--- src/rtl/reg_chain_pkg.sv ---
// reg_chain_pkg: shared mode and state encodings for the register-chain permutation block
package reg_chain_pkg;

   typedef enum logic [1:0] {
      MODE_ROTATE    = 2'b00,
      MODE_SHIFT     = 2'b01,
      MODE_PAIRSWAP  = 2'b10,
      MODE_BROADCAST = 2'b11
   } mode_e;

   typedef enum logic [1:0] {
      IDLE = 2'b00,
      RUN  = 2'b01,
      DONE = 2'b10
   } state_e;

endpackage

--- src/rtl/reg_chain_swap_if.sv ---
// reg_chain_swap_if: start/busy/done handshake plus parallel load and readback bus
interface reg_chain_swap_if #(
   parameter int N      = 4,
   parameter int W      = 8,
   parameter int STEP_W = 8
);
   logic              start_i;
   logic [1:0]        mode_i;
   logic [STEP_W-1:0] steps_i;
   logic [N*W-1:0]    data_i;
   logic [N*W-1:0]    data_o;
   logic              busy_o;
   logic              done_o;

   modport master (
      output start_i, mode_i, steps_i, data_i,
      input  data_o, busy_o, done_o
   );

   modport slave (
      input  start_i, mode_i, steps_i, data_i,
      output data_o, busy_o, done_o
   );
endinterface

--- src/rtl/reg_chain_step.sv ---
// reg_chain_step: combinational one-step permutation of an N-channel register vector
module reg_chain_step
   import reg_chain_pkg::*;
#(
   parameter int N = 4,
   parameter int W = 8
) (
   input  mode_e          mode_i,
   input  logic [N*W-1:0] vec_i,
   output logic [N*W-1:0] vec_o
);

   for (genvar k = 0; k < N; k++) begin : g_ch
      logic [W-1:0] rot, shf, pair;
      if (k == 0) begin : g_head
         assign rot = vec_i[(N-1)*W +: W];
         assign shf = '0;
      end else begin : g_body
         assign rot = vec_i[(k-1)*W +: W];
         assign shf = vec_i[(k-1)*W +: W];
      end
      if (k % 2 == 1) begin : g_odd
         assign pair = vec_i[(k-1)*W +: W];
      end else if (k == N - 1) begin : g_last
         // unpaired top channel of an odd-sized chain keeps its value
         assign pair = vec_i[k*W +: W];
      end else begin : g_even
         assign pair = vec_i[(k+1)*W +: W];
      end
      assign vec_o[k*W +: W] = (mode_i == MODE_ROTATE)   ? rot  :
                               (mode_i == MODE_SHIFT)    ? shf  :
                               (mode_i == MODE_PAIRSWAP) ? pair : vec_i[W-1:0];
   end

endmodule

--- src/rtl/reg_chain_swap.sv ---
// reg_chain_swap: N-channel register file that loads in parallel then permutes for a counted number of steps
module reg_chain_swap
   import reg_chain_pkg::*;
#(
   parameter int N      = 4,
   parameter int W      = 8,
   parameter int STEP_W = 8
) (
   input logic             clk,
   input logic             rst_n,
   reg_chain_swap_if.slave bus
);

   state_e            state_q, state_d;
   mode_e             mode_q, mode_d;
   logic [STEP_W-1:0] cnt_q, cnt_d;
   logic [N*W-1:0]    data_q, data_d;
   logic [N*W-1:0]    step_vec;
   mode_e             mode_in;

   assign mode_in = mode_e'(bus.mode_i);

   reg_chain_step #(.N(N), .W(W)) u_step (
      .mode_i(mode_q),
      .vec_i (data_q),
      .vec_o (step_vec)
   );

   // next-state, step counter and channel update; broadcast is idempotent so it runs one step only
   always_comb begin
      state_d = state_q;
      mode_d  = mode_q;
      cnt_d   = cnt_q;
      data_d  = data_q;
      case (state_q)
         IDLE: if (bus.start_i) begin
            data_d  = bus.data_i;
            mode_d  = mode_in;
            cnt_d   = (mode_in == MODE_BROADCAST && bus.steps_i != '0) ? STEP_W'(1) : bus.steps_i;
            state_d = (bus.steps_i != '0) ? RUN : DONE;
         end
         RUN: begin
            data_d  = step_vec;
            cnt_d   = cnt_q - STEP_W'(1);
            state_d = (cnt_q == STEP_W'(1)) ? DONE : RUN;
         end
         DONE:    state_d = IDLE;
         default: state_d = IDLE;
      endcase
   end

   // state, latched mode, counter and channel registers
   always_ff @(posedge clk or negedge rst_n) begin
      if (!rst_n) begin
         state_q <= IDLE;
         mode_q  <= MODE_ROTATE;
         cnt_q   <= '0;
         data_q  <= '0;
      end else begin
         state_q <= state_d;
         mode_q  <= mode_d;
         cnt_q   <= cnt_d;
         data_q  <= data_d;
      end
   end

   assign bus.data_o = data_q;
   assign bus.busy_o = (state_q == RUN);
   assign bus.done_o = (state_q == DONE);

endmodule

--- src/flat_wrapper.sv ---
// flat-port wrapper written by rule: the top's interface ports become plain ports
module reg_chain_swap_flat import reg_chain_pkg::*;
#(
   parameter int N      = 4,
   parameter int W      = 8,
   parameter int STEP_W = 8
)
  (clk, rst_n, bus_start_i, bus_mode_i, bus_steps_i, bus_data_i, bus_data_o, bus_busy_o, bus_done_o);
  reg_chain_swap_if #(.N(N), .W(W), .STEP_W(STEP_W)) bus_i ();
  input logic clk;
  input logic rst_n;
  input wire logic [$bits(bus_i.start_i)-1:0] bus_start_i;
  input wire logic [$bits(bus_i.mode_i)-1:0] bus_mode_i;
  input wire logic [$bits(bus_i.steps_i)-1:0] bus_steps_i;
  input wire logic [$bits(bus_i.data_i)-1:0] bus_data_i;
  output wire logic [$bits(bus_i.data_o)-1:0] bus_data_o;
  output wire logic [$bits(bus_i.busy_o)-1:0] bus_busy_o;
  output wire logic [$bits(bus_i.done_o)-1:0] bus_done_o;
  assign bus_i.start_i = bus_start_i;
  assign bus_i.mode_i = bus_mode_i;
  assign bus_i.steps_i = bus_steps_i;
  assign bus_i.data_i = bus_data_i;
  assign bus_data_o = bus_i.data_o;
  assign bus_busy_o = bus_i.busy_o;
  assign bus_done_o = bus_i.done_o;
  reg_chain_swap #(.N(N), .W(W), .STEP_W(STEP_W)) u_core (.clk(clk), .rst_n(rst_n), .bus(bus_i));
endmodule
--- config.mk ---
export PLATFORM = sky130hd
export DESIGN_NAME = reg_chain_swap_flat
export DESIGN_NICKNAME = d
export VERILOG_FILES = /design/src/rtl/reg_chain_pkg.sv /design/src/rtl/reg_chain_swap_if.sv /design/src/rtl/reg_chain_step.sv /design/src/rtl/reg_chain_swap.sv /design/src/flat_wrapper.sv
export SDC_FILE = /design/constraint.sdc
export NUM_CORES = 1
export LEC_CHECK = 0
export ABC_AREA = 1
export CAP_MARGIN = 20
export CORE_UTILIZATION = 48
export DETAILED_ROUTE_END_ITERATION = 10
export PLACE_DENSITY_LB_ADDON = 0.05
export SLEW_MARGIN = 5
export SYNTH_ARGS = -nofsm -noshare
export SYNTH_HDL_FRONTEND = slang
export SYNTH_HIERARCHICAL = 1
export SYNTH_SLANG_ARGS = --single-unit
--- constraint.sdc ---
create_clock -name clk -period 1.7 [get_ports clk]
set_input_delay 0.34 -clock clk [delete_from_list [all_inputs] [get_ports clk]]
set_output_delay 0.34 -clock clk [all_outputs]
set_load 0.005 [all_outputs]
# Yosys cells after proc, flatten, opt, wreduce, memory -nomap -nowiden
# Cells that the tools add are included.
# Widths: inputs -> output; s select.
[word_totals]
register_bits = 44
[classes]
n_eq_ne = 8
reduce_logical = 8
addsub = 1
mux = 18
[ops]
columns = ["op", "count"]
rows = [
  ["$mux 8", 11],
  ["$pmux 32 s2", 1],
  ["$mux 32", 1],
  ["$pmux 8 s2", 1],
  ["$eq 8x1->1 const B", 1],
  ["$reduce_bool 8->1", 1],
  ["$sub 8x1->8 const B", 1],
  ["$eq 2x2->1 const B", 3],
  ["$mux 2", 3],
  ["$eq 2x1->1 const B", 2],
  ["$logic_not 2->1", 2],
  ["$ne 4x1->1 const B", 1],
  ["$pmux 2 s2", 1],
  ["$reduce_and 2->1", 2],
  ["$reduce_and 3->1", 1],
  ["$ne 2x2->1 const B", 1],
  ["$reduce_bool 2->1", 1],
  ["$logic_and 1x1->1", 1],
]

# Longest topological paths before layout
# Gate-level depths: netlist of run 1.
[depth]
word_depth = 5
depth_mapped = 9
mapped_depth_nobuf = 8

# Modules after synthesis
# Netlist of run 1, hierarchy kept.
[modules_own_cells]
columns = ["module", "seq_area_each_um2", "area_per_inst_um2", "n_inst", "cells_per_inst"]
rows = [
  ["reg_chain_swap", 1101.1, 2308.5, 1, 298],
  ["reg_chain_step", 0.0, 500.5, 1, 89],
]

# Worst setup path after synthesis of run 1
# OpenSTA, ideal clock, no wires.
[synth_path]
path_kind = "register to register"
startpoint = "register u_core.state_q[0]"
endpoint = "register u_core.data_q[5], in the netlist u_core/bus.data_o[5]"
setup_slack_ns = 0.384
setup_time_ns = 0.124
synth_period_minus_slack_ns = 1.316
n_path_buf = 2
path_stages_with_launch = 9
arrival_time_ns = 1.192
path_cell_list = "dfrtp_1 -> nor2_2 -> nand2_2 -> nand2_4 -> inv_2 -> buf_6 -> buf_6 -> nand2_1 -> o31ai_2"
[synth_between]
elab_chain_cells = 3
[synth_lines]
columns = ["element", "line", "source"]
rows = [
  ["start: declaration", "reg_chain_swap.sv:14", "state_e state_q, state_d;"],
  ["start signal: assignment", "reg_chain_swap.sv:60", "state_q <= state_d;"],
  ["$eq 2x1->1 / $logic_not 2->1 (equally long branches)", "reg_chain_swap.sv:35", "case (state_q)"],
  ["$ne 4x1->1 (no line), or another cell as far along", "-", ""],
  ["$reduce_and 3->1 (no line)", "-", ""],
  ["end signal: assignment", "reg_chain_swap.sv:63", "data_q <= data_d;"],
  ["end: declaration", "reg_chain_swap.sv:17", "logic [N*W-1:0] data_q, data_d;"],
]
# Parallel ways exist; a longest one is shown, timed or not.
# A chain may end at the register's enable or synchronous reset.

# Worst setup path after layout of run 1
[layout_path]
startpoint = "register u_core.data_q[0], in the netlist u_core/bus.data_o[0]"
endpoint = "output port bus_data_o[0]"
[layout_rtl]
columns = ["element", "line", "source"]
rows = [
  ["end: declaration", "flat_wrapper.sv:16", "output wire logic [$bits(bus_i.data_o)-1:0] bus_data_o;"],
]
# No word-level cell between the ends.

==> flow_metrics.tcl, run 1 <==
set metrics [dict create \
    period_share_pct 94.8 \
    critPathKind "reg -> out" \
    drtPass1Iterations 4 \
    grt_max_degree 43 \
    worstPathRequired_ns 1.36 \
    final_max_slew_viol_count 0 \
    initial_core_util_pct 50.4 \
    die_x_um 78.5 \
    rsz0062_at_grt "no" \
    hold-path-endpoint "u_core/cnt_q[5]" \
    cts.clk_slew.worst_paths_ns 0.08 \
    gr-usage-all-layers_pct 24.8 \
    cts_tree "built" \
    rrSetupSlack_ns 0.18 \
    slew_headroom_pct 69.5 \
    fin_crit_ns 1.61 \
    antenna_cells 0 \
    grt.overflow.total 0 \
    skew_ns 0.00397 \
    syn_inst 387 \
    netlist_area_sq_um 2810 \
    r2r_end "u_core/bus.data_o[15]" \
    numPortBuffers 78 \
    final.setup.worst_slack_ns 0.0890 \
    drive_above_1_share_pct 9.31 \
    critPathTopFamily "buffers and inverters" \
    final_antenna_net_count 0 \
    ctsHtreeMaxLevel 2 \
    die_area_sq_um 6160 \
    internal-power_mw 4.04 \
    seqCellArea_sq_um 1100 \
    ys_seq_elements 44 \
    crit_path_max_incr_delay_ns 0.53 \
    cp_slowest_cell "clkdlybuf4s50_1" \
    ir_worst_vdd_mv 1.33 \
    place_congestion 0.873 \
    r2r_cells 7 \
    critPathBufInv 1 \
    leakagePower_nw 1.74 \
    clock_sinks 44 \
    avgViaCountPerCell 5.23 \
    min_delay_path_depth 2 \
    multiInputGateArea_sq_um 1430 \
    cts_made_buffers 5 \
    worstSetupEndpointType "output port" \
    hpwl_mm 5.26 \
    core_sq_um 5570 \
    hold_viol 0 \
    worstMarginPinSlew_ns 0.453 \
    syn_area_per_cell_sq_um 7.26 \
    row_count 27 \
    clock_latency_ns 0.29 \
    wl_per_cell_um 13.2 \
    r2r_start "u_core/state_q[1]" \
    syn_nets 434 \
    io-pin-count 79 \
    antenna_found_initial 0 \
    finalNetCount 508 \
    yosysWarnings 6 \
    critPathArrivalTime_ns 1.27 \
    grt_pass1_wl_mm 11.9 \
    hp-start "u_core/cnt_q[5]" \
    cp_max_fo 4 \
    grt_pass1_vias 2433 \
    drc 0 \
    place_ws_ns 0.0499 \
    status "complete, no violations" \
    cp-start-kind "flip-flop" \
    p_clk_share_pct 10.8 \
    worstPathCellList "clkdlybuf4s50_1" \
    setup_tns_ns 0 \
    finalSetupViolations 0 \
    max_cap_viol_count 0 \
    vias 2793 \
    synthDistinctLibCells 26 \
    p_per_area_nw_per_um2 1920 \
    synth-seq-area-share_pct 39.2 \
    share_comb_of_total_power_pct 58.2 \
    cts_root_buf "clkbuf_8" \
    drt_iter0_markers 246 \
    fmax_mhz 621 \
    hp-class "reg -> reg" \
    syn2layout_area_growth_pct 33.0 \
    totalWireLength_mm 7.03 \
    swShare_pct 43.8 \
    die_height_um 78.5 \
    fill_cells 514 \
    finish.utilization_pct 67.0 \
    p_sw_mw 3.15 \
    cts_buffer_depth 2 \
    p_seq_share_pct 30.9 \
]
-- registers in the layout (all words and copies together), names as in the netlist --
signal / cells
u_core/bus.data_o: 32
u_core/cnt_q: 8
u_core/mode_q: 2
u_core/state_q: 2
-- repair_timing --
item / in CTS / in global routing
endpoints found under the hold margin: 17 / 0
hold buffers: 1 / 0
buffers inserted: 1 / 0
cloned: 0 / 0
endpoints found under the setup margin: 2 / 1
resized for setup: 1 / 1
-- how the worst max path moves through the flow --
stage / start / end / slack [ns] / cells past startpoint
2_1_floorplan: u_core/state_q[0] / u_core/bus.data_o[5] / 0.38 / 8
3_3_place_gp: bus_steps_i[3] / u_core/cnt_q[5] / 0.10 / 8
3_5_place_dp: bus_steps_i[1] / u_core/cnt_q[7] / 0.05 / 9
4_1_cts: u_core/state_q[1] / bus_done_o / 0.0004 / 3
5_1_grt: u_core/state_q[1] / u_core/bus.data_o[17] / 0.01 / 7
6_report: u_core/bus.data_o[0] / bus_data_o[0] / 0.09 / 1
-- routing by layer --
metal	wire length [um]	global-route usage (%)
met2	3250	38.4
met3	412	4.19
met1	3280	35.2
met4	95	7.59
met5	0	0
-- layout make-up --
| cell class | count | share of cell area [%] |
|---|---|---|
| Multi-Input combinational cell | 297 | 38.1 |
| Timing Repair Buffer | 95 | 25.3 |
| Clock buffer | 6 | 1.94 |
| Clock inverter | 2 | 0.938 |
| Sequential cell | 44 | 29.5 |
| Tap cell | 72 | 2.41 |
| Inverter | 18 | 1.81 |
-- through the flow --
stage	area (sq um)	total power [mW]	hold WS (ns)	cells
6_report	3740	7.19	0.491	534
5_1_grt	3740	7.91	0.503	534
4_1_cts	3730	7.25	0.493	534
3_5_place_dp	3610	6.46	0.296	524
3_3_place_gp	3610	6.36	0.292	524
2_1_floorplan	2810	5.01	0.0444	387
-- worst min-delay path: stages, from the launching register on --
cell and delay, ns:
dfrtp_1 0.36, nand2_1 0.05, nand2_1 0.05
-- synthesized netlist by cell type (all sizes together) --
cell | instances | area (sq um)
o22ai | 1 | 6.26
o21ai | 10 | 50.0
nand3 | 50 | 280
nor3 | 1 | 5.00
nand4 | 3 | 18.8
inv | 18 | 67.6
ha | 2 | 25.0
nor2 | 80 | 318
nand2 | 113 | 437
o31ai | 32 | 260
clkbuf | 4 | 15.0
buf | 24 | 200
dfrtp | 44 | 1100
a21oi | 5 | 25.0
-- power groups by stage --
stage	Combinational (mW)	Sequential, mW	Clock [mW]
detailed placement	4.21	2.24	0
global route	4.74	2.31	0.862
finish	4.19	2.23	0.779
global placement	4.13	2.24	0
floorplan	2.93	2.08	0
CTS	4.22	2.22	0.805
-- layout by cell type, fill, tap and decap left out --
master / Yosys / final
dlygate4sd3_1: 0 / 1
ha_1: 2 / 2
nand4_1: 3 / 3
o31ai_1: 28 / 28
nor2_2: 1 / 1
o22ai_1: 1 / 1
a21oi_1: 5 / 5
buf_2: 6 / 1
o31ai_2: 4 / 4
buf_4: 9 / 13
clkbuf_8: 0 / 5
dlymetal6s2s_1: 0 / 1
nand2_1: 110 / 110
clkinv_2: 0 / 1
inv_2: 3 / 3
nor3_1: 1 / 1
dlygate4sd2_1: 0 / 1
nand2_2: 2 / 2
nor2_1: 77 / 77
clkdlybuf4s50_1: 0 / 75
o21ai_0: 9 / 9
buf_12: 1 / 3
o21ai_1: 1 / 1
nand3_1: 44 / 44
inv_1: 15 / 15
clkbuf_1: 4 / 1
nand3_2: 6 / 6
nand2_4: 1 / 1
bufinv_16: 0 / 1
nor2_4: 2 / 2
dfrtp_1: 44 / 44
-- kinds of logic after synthesis --
kind of cell | Yosys count | synth area share, %
simple gates | 247 | 37.7
compound gates | 48 | 12.2
flops | 44 | 39.2
buf+inv | 46 | 10.1
fa+ha+maj | 2 | 0.891
Note: power is estimated with default switching activity, not from simulation.
==> run 2, diff against run 1 <==
Settings changed: GPL_TIMING_DRIVEN from default to 1.
Clock period 1.7 ns to 1.6 ns, I/O delays scaled along.
==> run 2 against run 1 <==
Compared with the run above:
- register-to-register slack got worse by 0.10 ns
- clock power fell by 7.8%
- largest cell class unchanged
- routed wire length rose by 3.8%
- sequential share of layout area fell by 0.90 points
- hold slack got worse by 0.0015 ns
- highest routed layer unchanged
- via count rose by 2.1%
==> flow_metrics.tcl, run 2 (synthesized netlist as in run 1, its figures left out) <==
set metrics [dict create \
    status "complete, no violations" \
    ctsHtreeMaxLevel 2 \
    final_cell_mix "110 x nand2_1, 77 x nor2_1, 73 x clkdlybuf4s50_1" \
    cts.clk_slew.worst_paths_ns 0.08 \
    max_cap_viol_count 0 \
    clock_latency_ns 0.29 \
    slew_headroom_pct 65.1 \
    drc 0 \
    skew_ns 0.00462 \
    fin_cells 542 \
    setup_tns_ns 0 \
    cts_tree "built" \
    worstSetupEndpointType "output port" \
    fin_crit_ns 1.56 \
    r2r_start "u_core/state_q[0]" \
    final_common_cell "nand2_1" \
    hpwl_mm 5.29 \
    wl_per_cell_um 13.5 \
    initial_core_util_pct 50.4 \
    numPortBuffers 78 \
    place_congestion 0.819 \
    antenna_found_initial 0 \
    totalWireLength_mm 7.30 \
    cp_max_fo 4 \
    worstPathRequired_ns 1.28 \
    clock_sinks 44 \
    multiInputGateArea_sq_um 1490 \
    die_area_sq_um 6160 \
    grt_pass1_vias 2563 \
    ir_worst_vdd_mv 1.42 \
    syn2layout_area_growth_pct 37.7 \
    avgViaCountPerCell 5.26 \
    r2r_cells 8 \
    grt_pass1_wl_mm 12.1 \
    io-pin-count 79 \
    drtPass1Iterations 4 \
    worstMarginPinSlew_ns 0.520 \
    fmax_mhz 643 \
    critPathKind "reg -> out" \
    core_sq_um 5570 \
    fill_cells 508 \
    rsz0062_at_grt "yes" \
    place_inst 525 \
    critPathArrivalTime_ns 1.24 \
    critPathTopFamily "buffers and inverters" \
    row_count 27 \
    die_x_um 78.5 \
    final_antenna_net_count 0 \
    cts_made_buffers 5 \
    largest_register_ffs 32 \
    drt_iter0_markers 271 \
    rrSetupSlack_ns 0.08 \
    cp-start-kind "flip-flop" \
    final_max_slew_viol_count 0 \
    drive_above_1_share_pct 14.5 \
    antenna_cells 0 \
    seqCellArea_sq_um 1100 \
    die_height_um 78.5 \
    critPathBufInv 1 \
    cp_slowest_cell "clkdlybuf4s50_1" \
    p_per_area_nw_per_um2 2050 \
    finalSetupViolations 0 \
    r2r_end "u_core/bus.data_o[18]" \
    cts_buffer_depth 2 \
    cts_root_buf "clkbuf_8" \
    worstPathCellList "clkdlybuf4s50_1" \
    gr-usage-all-layers_pct 24.9 \
    hp-class "in -> async" \
    period_share_pct 97.2 \
    hold_viol 0 \
    crit_path_max_incr_delay_ns 0.53 \
    vias 2851 \
    leakagePower_nw 1.80 \
    grt_max_degree 48 \
    grt.overflow.total 0 \
    finalNetCount 516 \
]
[run 2: changes by cell type in the layout (fill, tap and decap cells not counted), moves of 2 or more]
cell / delta
buf_4: +6
dfrtp_1: -3
clkbuf_8: +2
dfrtp_2: +3
o31ai_2: +12
o31ai_1: -12
clkdlybuf4s50_1: -2
[run 2: stage by stage]
stage	total power [mW]	hold WS [ns]	utilization [%]	setup slack [ns]	cell area, sq um
after detailed placement	6.87	0.282	64.9	-0.0393	3620
after global placement	6.76	0.277	64.9	0.0357	3620
after CTS	7.65	0.492	67.3	0.00580	3750
final	7.95	0.489	69.4	0.0443	3870
after global routing	8.65	0.533	69.4	-0.0272	3870
after floorplan	5.32	0.0244	-	0.284	2810
[run 2: final cells by class]
type	instances	share of cell area (%)
clock buffers	6	2.14
clock inverters	2	0.259
inverters	18	1.81
multi-input cells	297	38.6
flip-flops and latches	44	28.6
well taps	72	2.33
repair buffers	103	26.3
[run 2: report_power, final]
part | switching (mW) | leakage, nW | internal, mW | total (mW)
Clock | 0.373 | 0.0510 | 0.345 | 0.718
Sequential | 0.632 | 0.527 | 1.71 | 2.34
Combinational | 2.53 | 1.22 | 2.35 | 4.89
[run 2: worst max path at each step]
stage                               start                    to  slack [ns]  cells past startpoint
finish              u_core/bus.data_o[27]        bus_data_o[27]        0.04                      1
global route            u_core/state_q[1]       u_core/cnt_q[5]       -0.03                      7
CTS                  u_core/bus.data_o[0]         bus_data_o[0]       0.006                      1
detailed placement         bus_steps_i[5]       u_core/cnt_q[7]       -0.04                      9
global placement           bus_steps_i[5]       u_core/cnt_q[6]        0.04                      9
floorplan               u_core/state_q[0]  u_core/bus.data_o[5]        0.28                      8
[run 2: what timing repair did]
| item | CTS | global route |
|---|---|---|
| resized for setup | 3 | 23 |
| hold buffers | 1 | 0 |
| hold endpoints to repair | 17 | 0 |
| endpoints found under the setup margin | 2 | 40 |
| buffers inserted | 4 | 4 |
[run 2: routing by layer]
metal | GRT usage (%) | wire length, um | vias up
li1 | - | - | 1435
met1 | 34.3 | 3350 | 1325
met2 | 40.7 | 3530 | 89
met3 | 3.84 | 394 | 2
met4 | 6.48 | 24 | 0
met5 | 0 | 0 | -
